`src/rtl/cpu_action_gen.sv`:
```
// CPU opponent action picker: an LFSR feeds a programmable four-way threshold classifier.
// The game FSM pulls one decision at a time through a req/ack handshake with an optional cooldown.
module cpu_action_gen #(
  parameter int                LFSR_W = 16,
  parameter logic [LFSR_W-1:0] SEED   = {{(LFSR_W-1){1'b0}}, 1'b1},
  parameter int                HOLD_W = 8
) (
  input  logic              i_clk,
  input  logic              i_reset_n,
  input  logic              i_enable,
  input  logic              i_seed_load,
  input  logic [LFSR_W-1:0] i_seed,
  input  logic [7:0]        i_thr0,
  input  logic [7:0]        i_thr1,
  input  logic [7:0]        i_thr2,
  input  logic [HOLD_W-1:0] i_hold,
  input  logic              i_req,
  input  logic              i_ack,
  output logic              o_valid,
  output logic [1:0]        o_cpu_type,
  output logic              o_busy
);

  localparam logic [1:0] ACT_STANDBY = 2'b00;
  localparam logic [1:0] ACT_LIGHT   = 2'b01;
  localparam logic [1:0] ACT_HEAVY   = 2'b10;
  localparam logic [1:0] ACT_BLOCK   = 2'b11;

  typedef enum logic [1:0] {IDLE, VALID, COOL} state_t;

  state_t            state, state_n;
  logic [LFSR_W-1:0] lfsr, lfsr_n;
  logic [HOLD_W-1:0] cnt, cnt_n;
  logic              valid_n;
  logic [1:0]        type_n;
  logic [1:0]        act;
  logic [7:0]        r;
  logic              fb;

  // Maximal-length tap sets; only these widths are supported.
  generate
    if (LFSR_W == 8) begin : g_taps8
      assign fb = lfsr[7] ^ lfsr[5] ^ lfsr[4] ^ lfsr[3];
    end else if (LFSR_W == 16) begin : g_taps16
      assign fb = lfsr[15] ^ lfsr[14] ^ lfsr[12] ^ lfsr[3];
    end else if (LFSR_W == 32) begin : g_taps32
      assign fb = lfsr[31] ^ lfsr[21] ^ lfsr[1] ^ lfsr[0];
    end else begin : g_bad_width
      $error("cpu_action_gen: LFSR_W must be 8, 16 or 32");
    end
  endgenerate

  assign r = lfsr[LFSR_W-1 -: 8];

  always_comb begin
    if (r <= i_thr0)      act = ACT_STANDBY;
    else if (r <= i_thr1) act = ACT_LIGHT;
    else if (r <= i_thr2) act = ACT_HEAVY;
    else                  act = ACT_BLOCK;
  end

  // A zero seed would lock the LFSR, so it falls back to SEED.
  always_comb begin
    lfsr_n = lfsr;
    if (i_seed_load)   lfsr_n = (i_seed == '0) ? SEED : i_seed;
    else if (i_enable) lfsr_n = {lfsr[LFSR_W-2:0], fb};
  end

  always_comb begin
    state_n = state;
    valid_n = o_valid;
    type_n  = o_cpu_type;
    cnt_n   = cnt;
    case (state)
      IDLE: if (i_req) begin
        type_n  = act;
        valid_n = 1'b1;
        state_n = VALID;
      end
      VALID: if (i_ack) begin
        valid_n = 1'b0;
        if (i_hold == '0) begin
          state_n = IDLE;
        end else begin
          cnt_n   = i_hold;
          state_n = COOL;
        end
      end
      COOL: begin
        // Leaving on the count==1 edge makes COOL last exactly i_hold cycles.
        if (cnt <= HOLD_W'(1)) begin
          cnt_n   = '0;
          state_n = IDLE;
        end else begin
          cnt_n = cnt - HOLD_W'(1);
        end
      end
      default: begin
        state_n = IDLE;
        valid_n = 1'b0;
        cnt_n   = '0;
      end
    endcase
  end

  always_ff @(posedge i_clk or negedge i_reset_n) begin
    if (!i_reset_n) begin
      state      <= IDLE;
      lfsr       <= SEED;
      cnt        <= '0;
      o_valid    <= 1'b0;
      o_cpu_type <= ACT_STANDBY;
    end else begin
      state      <= state_n;
      lfsr       <= lfsr_n;
      cnt        <= cnt_n;
      o_valid    <= valid_n;
      o_cpu_type <= type_n;
    end
  end

  assign o_busy = (state != IDLE);

endmodule

```
`config.mk`:
```
export PLATFORM = sky130hd
export DESIGN_NAME = cpu_action_gen
export DESIGN_NICKNAME = d
export VERILOG_FILES = /design/src/rtl/cpu_action_gen.sv
export SDC_FILE = /design/constraint.sdc
export NUM_CORES = 1
export LEC_CHECK = 0
export ABC_AREA = 1
export ABC_CLOCK_PERIOD_IN_PS = 1500
export BUFFER_PORTS_ARGS = -buffer_cell sky130_fd_sc_hd__buf_4
export CORE_ASPECT_RATIO = 1.4
export CORE_MARGIN = 2
export CORE_UTILIZATION = 49
export CTS_CLUSTER_SIZE = 28
export DETAILED_ROUTE_END_ITERATION = 10
export GPL_TIMING_DRIVEN = 1
export PLACE_DENSITY_LB_ADDON = 0.08
export SYNTH_ARGS = -nofsm -noshare
export SYNTH_HDL_FRONTEND = slang
export SYNTH_SLANG_ARGS = --single-unit
```
`constraint.sdc`:
```
create_clock -name i_clk -period 1.5 [get_ports i_clk]
set_clock_uncertainty 0.2 [all_clocks]
set_input_delay 0.075 -clock i_clk [delete_from_list [all_inputs] [get_ports i_clk]]
set_output_delay 0.075 -clock i_clk [all_outputs]
set_load 0.02 [all_outputs]
```
==> results.yml, run 1 <==
floorplan:
  io_pins: 58
  core_um2: 4572
  die_h_um: 86.03
  start_util_pct: 51.51
  rows: 29
  die_area_um2: 5384
  die_w_um: 62.59
place:
  dp_hpwl_mm: 4.331
  io_buffers: 57
  placed_area_um2: 3068
  place_ws_ns: -0.1611
  gp_congestion: 0.8813
  dp_cells: 462
job:
  max-cap-violations: 0
yosys:
  yosys-top-cells-area: "dfrtp_1 30%, ha_1 15%, nand2_1 13%"
  yosysTopAreaCell: "dfrtp_1"
  ys_ff_latch: 29
  synth_cell_types: 34
  synth_edf_count: 0
  async_reset_ff_share_pct: 100.0
  synth_area_um2: 2355
  yosysWarnings: 0
  synth_nets: 405
  syn_inst: 322
  syn_area_per_cell_um2: 7.313
  yosysSeqAreaShare_pct: 30.87
  synth_top_flop_cell: "dfrtp_1"
  synth_top_area_share_pct: 29.76
finish:
  mostFrequentLayoutCells: "81 x buf_4, 79 x nand2_1, 48 x inv_1, 31 x dlygate4sd3_1, 28 x nor2_1"
  nets: 525
  area_growth_pct: 60.73
  stdcell_count: 505
  area.sequential_um2: 733.2
  fillers: 295
  final_common_cell: "buf_4"
  stdcell_area_um2: 3785
  drive_gt1_share_pct: 35.21
  antenna-diode-count: 0
  multi_input_area_um2: 1672
timing:
  min_period_ns: 1.701
  post-route-period-util_pct: 113.4
  max_slew_margin_pct: 74.79
  slew_viol_final: 0
  rsz0062_at_grt: "true"
  worst_slack_ns: -0.2012
  final-hold-violation-count: 0
  setup_viol: 13
  worstMarginPinSlew_ns: 0.3781
  fin_tns_setup_ns: -1.584
  clock.fmax_mhz: 587.8
detailed_routing:
  wl_per_cell_um: 13.99
  drt_iter0_markers: 108
  drt_pass1_iterations: 4
  ant_nets: 0
  routed_wl_mm: 7.064
  vias_per_cell: 5.055
  route.detailed.drc: 0
  vias: 2553
clock_network:
  clkTransAtPathRegs_ns: 0.06
  clock_latency_ns: 0.28
  cts_root_buf: "clkbuf_8"
  clkSinkCount: 29
  cts_buffer_depth: 2
  cts_made_buffers: 5
  h-tree-depth: 2
  cts_tree: "built"
critical_path:
  cp.required_ns: 1.52
  crit_fanout: 4
  worst_setup_path_end_kind: "flip-flop"
  rrSetupSlack_ns: -0.20
  worstSetupPathType: "reg -> reg"
  arrival_ns: 1.72
  crit_path_start_kind: "flip-flop"
grt:
  grt_remaining_overflow: 0
  grt_pass1_vias: 2538
  grt_pass1_wl_mm: 11.26
  grt_use_total_pct: 26.60
  antenna_found_initial: 0
  grt_max_degree: 30
pwr:
  irDropWorstVdd_mv: 1.373
  leakage_nw: 1.912
  finalPower_mw: 5.190
  powerDensity_nw_per_um2: 1371
run_status:
  outcome: "complete, but fails checks"
  failed_checks: "setup timing"
worst_hold_path:
  min_path_type: "in -> reg"
[synthesized netlist by cell type, types with 2 or more instances]
library cell   n
a211oi_1       6
a21oi_1       12
a221oi_1       3
buf_2          5
dfrtp_1       28
ha_1          29
inv_1         53
inv_2          2
nand2_1       83
nand3_1        7
nand4_1        3
nor2_1        36
nor2_2         2
nor2_4         4
nor3_1        11
o211ai_1       2
o21a_1         2
o21ai_0        8
o22ai_1        6
xnor2_1        4
xor2_1         3
[metrics by stage]
| stage | util (%) | hold WS (ns) |
|---|---|---|
| finish | 82.79 | 0.02688 |
| global route | 82.79 | 0.05798 |
| CTS | 78.60 | 0.01123 |
| detailed placement | 67.10 | -0.1851 |
| global placement | 67.10 | -0.1797 |
| floorplan | - | -0.4206 |
[cell type report]
| cell class | instances | share of cell area (%) |
|---|---|---|
| inverters | 55 | 5.653 |
| clock buffers | 6 | 1.917 |
| well taps | 62 | 2.050 |
| repair buffers | 119 | 26.58 |
| clock inverters | 2 | 0.2645 |
| multi-input cells | 232 | 44.17 |
| flip-flops and latches | 29 | 19.37 |
[cells by family (layout without fill, tap and decap cells)]
family / Yosys count / in the layout / synth area share, %
adder cells (fa/ha/maj): 29 / 29 / 15.41
AO/OA/AOI/OAI: 45 / 45 / 12.38
AND/OR/NAND/NOR: 151 / 151 / 28.75
buffers and inverters: 61 / 182 / 9.989
XOR/XNOR: 7 / 7 / 2.604
flip-flops: 29 / 29 / 30.87
[worst max-delay path, cell delays in order (launching register included)]
cell,delay [ns]
dfrtp_2,0.46
ha_1,0.31
nand2_1,0.07
o21ai_0,0.19
nand2_1,0.11
a21oi_2,0.17
nand2_1,0.07
nand2_1,0.07
[flip-flops by register name (all words and copies together), names as in the netlist]
| signal | flops |
|---|---|
| o_cpu_type | 2 |
| o_valid | 1 |
| state | 2 |
| lfsr | 16 |
| cnt | 8 |
[timing repair]
action	4_1_cts	5_1_grt
endpoints found under the hold margin	57	0
hold buffers	31	0
pin swaps	13	20
setup endpoints to repair	14	14
resized for setup	29	34
gates cloned	0	0
setup buffers	2	3
[metal layers]
metal / track usage, % / share of wire (%) / vias to the layer above
li1: - / - / 1275
met1: 28.70 / 38 / 1200
met2: 51.61 / 56 / 63
met3: 4.593 / 3.6 / 15
met4: 9.293 / 2.2 / 0
met5: 0 / 0 / -
[final timing paths]
| path | startpoint | end | cells past startpoint |
|---|---|---|---|
| worst max-delay path | lfsr[11] | o_cpu_type[1] | 7 |
| worst min-delay path | i_seed_load | lfsr[11] | 3 |
| worst max register to register | lfsr[11] | o_cpu_type[1] | 7 |
| worst min register to register | lfsr[0] | lfsr[0] | 2 |
| max in group asynchronous | i_reset_n | lfsr[0] | 2 |
| min in group asynchronous | i_reset_n | lfsr[7] | 2 |
[power by group]
part | switching (mW) | total (mW) | internal (mW)
logic | 1.75 | 3.35 | 1.60
clock network | 0.288 | 0.608 | 0.320
registers | 0.236 | 1.23 | 0.994
total | 2.28 | 5.19 | 2.91
Power figures use the tool's default switching activity.
==> run 2: changes to the inputs <==
CORE_UTILIZATION = 50   (was 49)
CTS_BUF_LIST = sky130_fd_sc_hd__clkbuf_4   (was unset)
==> results.yml, run 2 (same netlist as run 1, synthesis figures left out) <==
grt:
  grt_pass1_vias: 2637
  grt_use_total_pct: 27.17
  grt_pass1_wl_mm: 10.94
  grt_max_degree: 30
  antenna_found_initial: 0
  grt_remaining_overflow: 0
floorplan:
  start_util_pct: 51.92
  die_w_um: 62
  rows: 29
  core_um2: 4536
  die_h_um: 85.20
  io_pins: 58
  die_area_um2: 5282
critical_path:
  path_buf_inv: 0
  path_cells: "ha_1 > nand2_4 > nor2_4 > nand3_1 > nor2_1 > a21oi_2 > nand2_1 > nand2_1 > nand2_1"
  cp.required_ns: 1.57
  crit_family: "simple AND/OR/NAND/NOR gates"
  crit_fanout: 4
  crit_path_start_kind: "flip-flop"
  cp_common_cell: "nand2_1"
  cpMaxStageDelayCell: "dfrtp_1"
  arrival_ns: 1.75
  worstSetupPathType: "reg -> reg"
  worst_setup_path_end_kind: "flip-flop"
  max_stage_delay_ns: 0.45
detailed_routing:
  drt_pass1_iterations: 5
  drt_iter0_markers: 115
  routed_wl_mm: 7.568
  vias_per_cell: 5.188
  route.detailed.drc: 0
  ant_nets: 0
  wl_per_cell_um: 14.78
  vias: 2656
finish:
  top_regs: "lfsr x16, cnt x8"
  regMostFlops: "lfsr"
  nets: 532
  finish.utilization_pct: 85.90
  area_growth_pct: 65.46
  largest_reg_flops: 16
  stdcell_count: 512
  drive_gt1_share_pct: 40.00
  stdcell_area_um2: 3896
  antenna-diode-count: 0
  mostFrequentLayoutCells: "85 x buf_4, 71 x nand2_1, 46 x inv_1, 30 x dlygate4sd3_1, 28 x nor2_1"
  final_common_cell: "buf_4"
clock_network:
  cts_tree: "built"
  h-tree-depth: 2
  clock_latency_ns: 0.34
  cts_buffer_depth: 2
  clkTransAtPathRegs_ns: 0.11
  cts_made_buffers: 5
  clkSinkCount: 29
  cts_root_buf: "clkbuf_4"
pwr:
  powerDensity_nw_per_um2: 1373
  irDropWorstVdd_mv: 1.346
  leakage_nw: 1.972
run_status:
  outcome: "complete, but fails checks"
  failed_checks: "hold timing, setup timing"
place:
  dp_cells: 463
  placed_area_um2: 3075
  place_ws_ns: -0.1595
  gp_congestion: 0.8049
  dp_hpwl_mm: 4.630
  io_buffers: 57
timing:
  worst_slack_ns: -0.1763
  max_slew_margin_pct: 74.20
  clock.fmax_mhz: 596.6
  finalHoldWorstSlack_ns: -0.007334
  worstMarginPinSlew_ns: 0.3871
  slew_viol_final: 0
  setup_viol: 13
  rsz0062_at_grt: "true"
  post-route-period-util_pct: 111.8
  final-hold-violation-count: 7
  min_period_ns: 1.676
job:
  max-cap-violations: 0
worst_hold_path:
  min_path_type: "in -> async"
==> run 2: changes by cell type in the layout (fill, tap and decap cells not counted), sizes merged <==
| cell | previous run | this run |
|---|---|---|
| buf | 88 | 96 |
| clkbuf | 6 | 5 |
| clkinv | 2 | 3 |
| clkinvlp | 0 | 1 |
| dlygate4sd3 | 31 | 30 |
| inv | 55 | 54 |
==> run 2: worst paths after layout <==
kind	startpoint	end	slack, ns	cells after the start
max in group asynchronous	i_reset_n	lfsr[0]	0.78	2
hold reg to reg	lfsr[0]	lfsr[0]	0.27	2
setup / recovery	lfsr[12]	o_cpu_type[0]	-0.18	9
hold / removal	i_reset_n	cnt[0]	-0.007	2
min in group i_clk	i_seed_load	lfsr[5]	0.01	3
setup reg to reg	lfsr[12]	o_cpu_type[0]	-0.18	9
==> run 2: worst reg2reg max path, delay by kind of cell, from the launching register on <==
| kind | cells | cell delay [ns] |
|---|---|---|
| flip-flops | 1 | 0.45 |
| AO/OA/AOI/OAI | 1 | 0.06 |
| adder cells (fa/ha/maj) | 1 | 0.34 |
| AND/OR/NAND/NOR | 7 | 0.57 |
==> run 2: cell type report <==
type	count	area, um2
clock inverter	3	12.51
fill	263	639.4
clock buffer	5	37.54
sequential	29	734.5
multi-input combinational	232	1748
tap	62	77.57
timing repair buffer	126	1071
inverter	55	215.2
==> run 2: through the flow <==
step	power [mW]	setup TNS (ns)	hold slack (ns)
finish	5.348	-1.631	-0.007334
CTS	4.755	-1.066	0.003117
global placement	3.729	-1.070	-0.1743
global route	5.729	-2.596	0.01150
floorplan	2.867	-0.09761	-0.4206
detailed placement	3.794	-1.395	-0.1720
==> run 2: layer usage <==
layer / vias to the layer above / track usage (%) / routed length (um)
li1: 1291 / - / -
met1: 1239 / 29.53 / 2680
met2: 104 / 48.39 / 4293
met3: 22 / 5.793 / 404
met4: 0 / 11.03 / 189
met5: - / 0 / 0
==> run 2: repair_timing <==
item / in CTS / in global routing
buffers inserted: 7 / 6
endpoints found under the hold margin: 56 / 0
setup endpoints to repair: 14 / 16
hold buffers: 30 / 0
gates resized for setup: 32 / 56
pin swaps: 16 / 33
==> run 2: power breakdown <==
group / leakage (nW) / switching (mW) / internal (mW)
logic: 1.60 / 1.87 / 1.80
clock network: 0.0300 / 0.292 / 0.169
registers: 0.347 / 0.224 / 0.994
total: 1.97 / 2.39 / 2.96
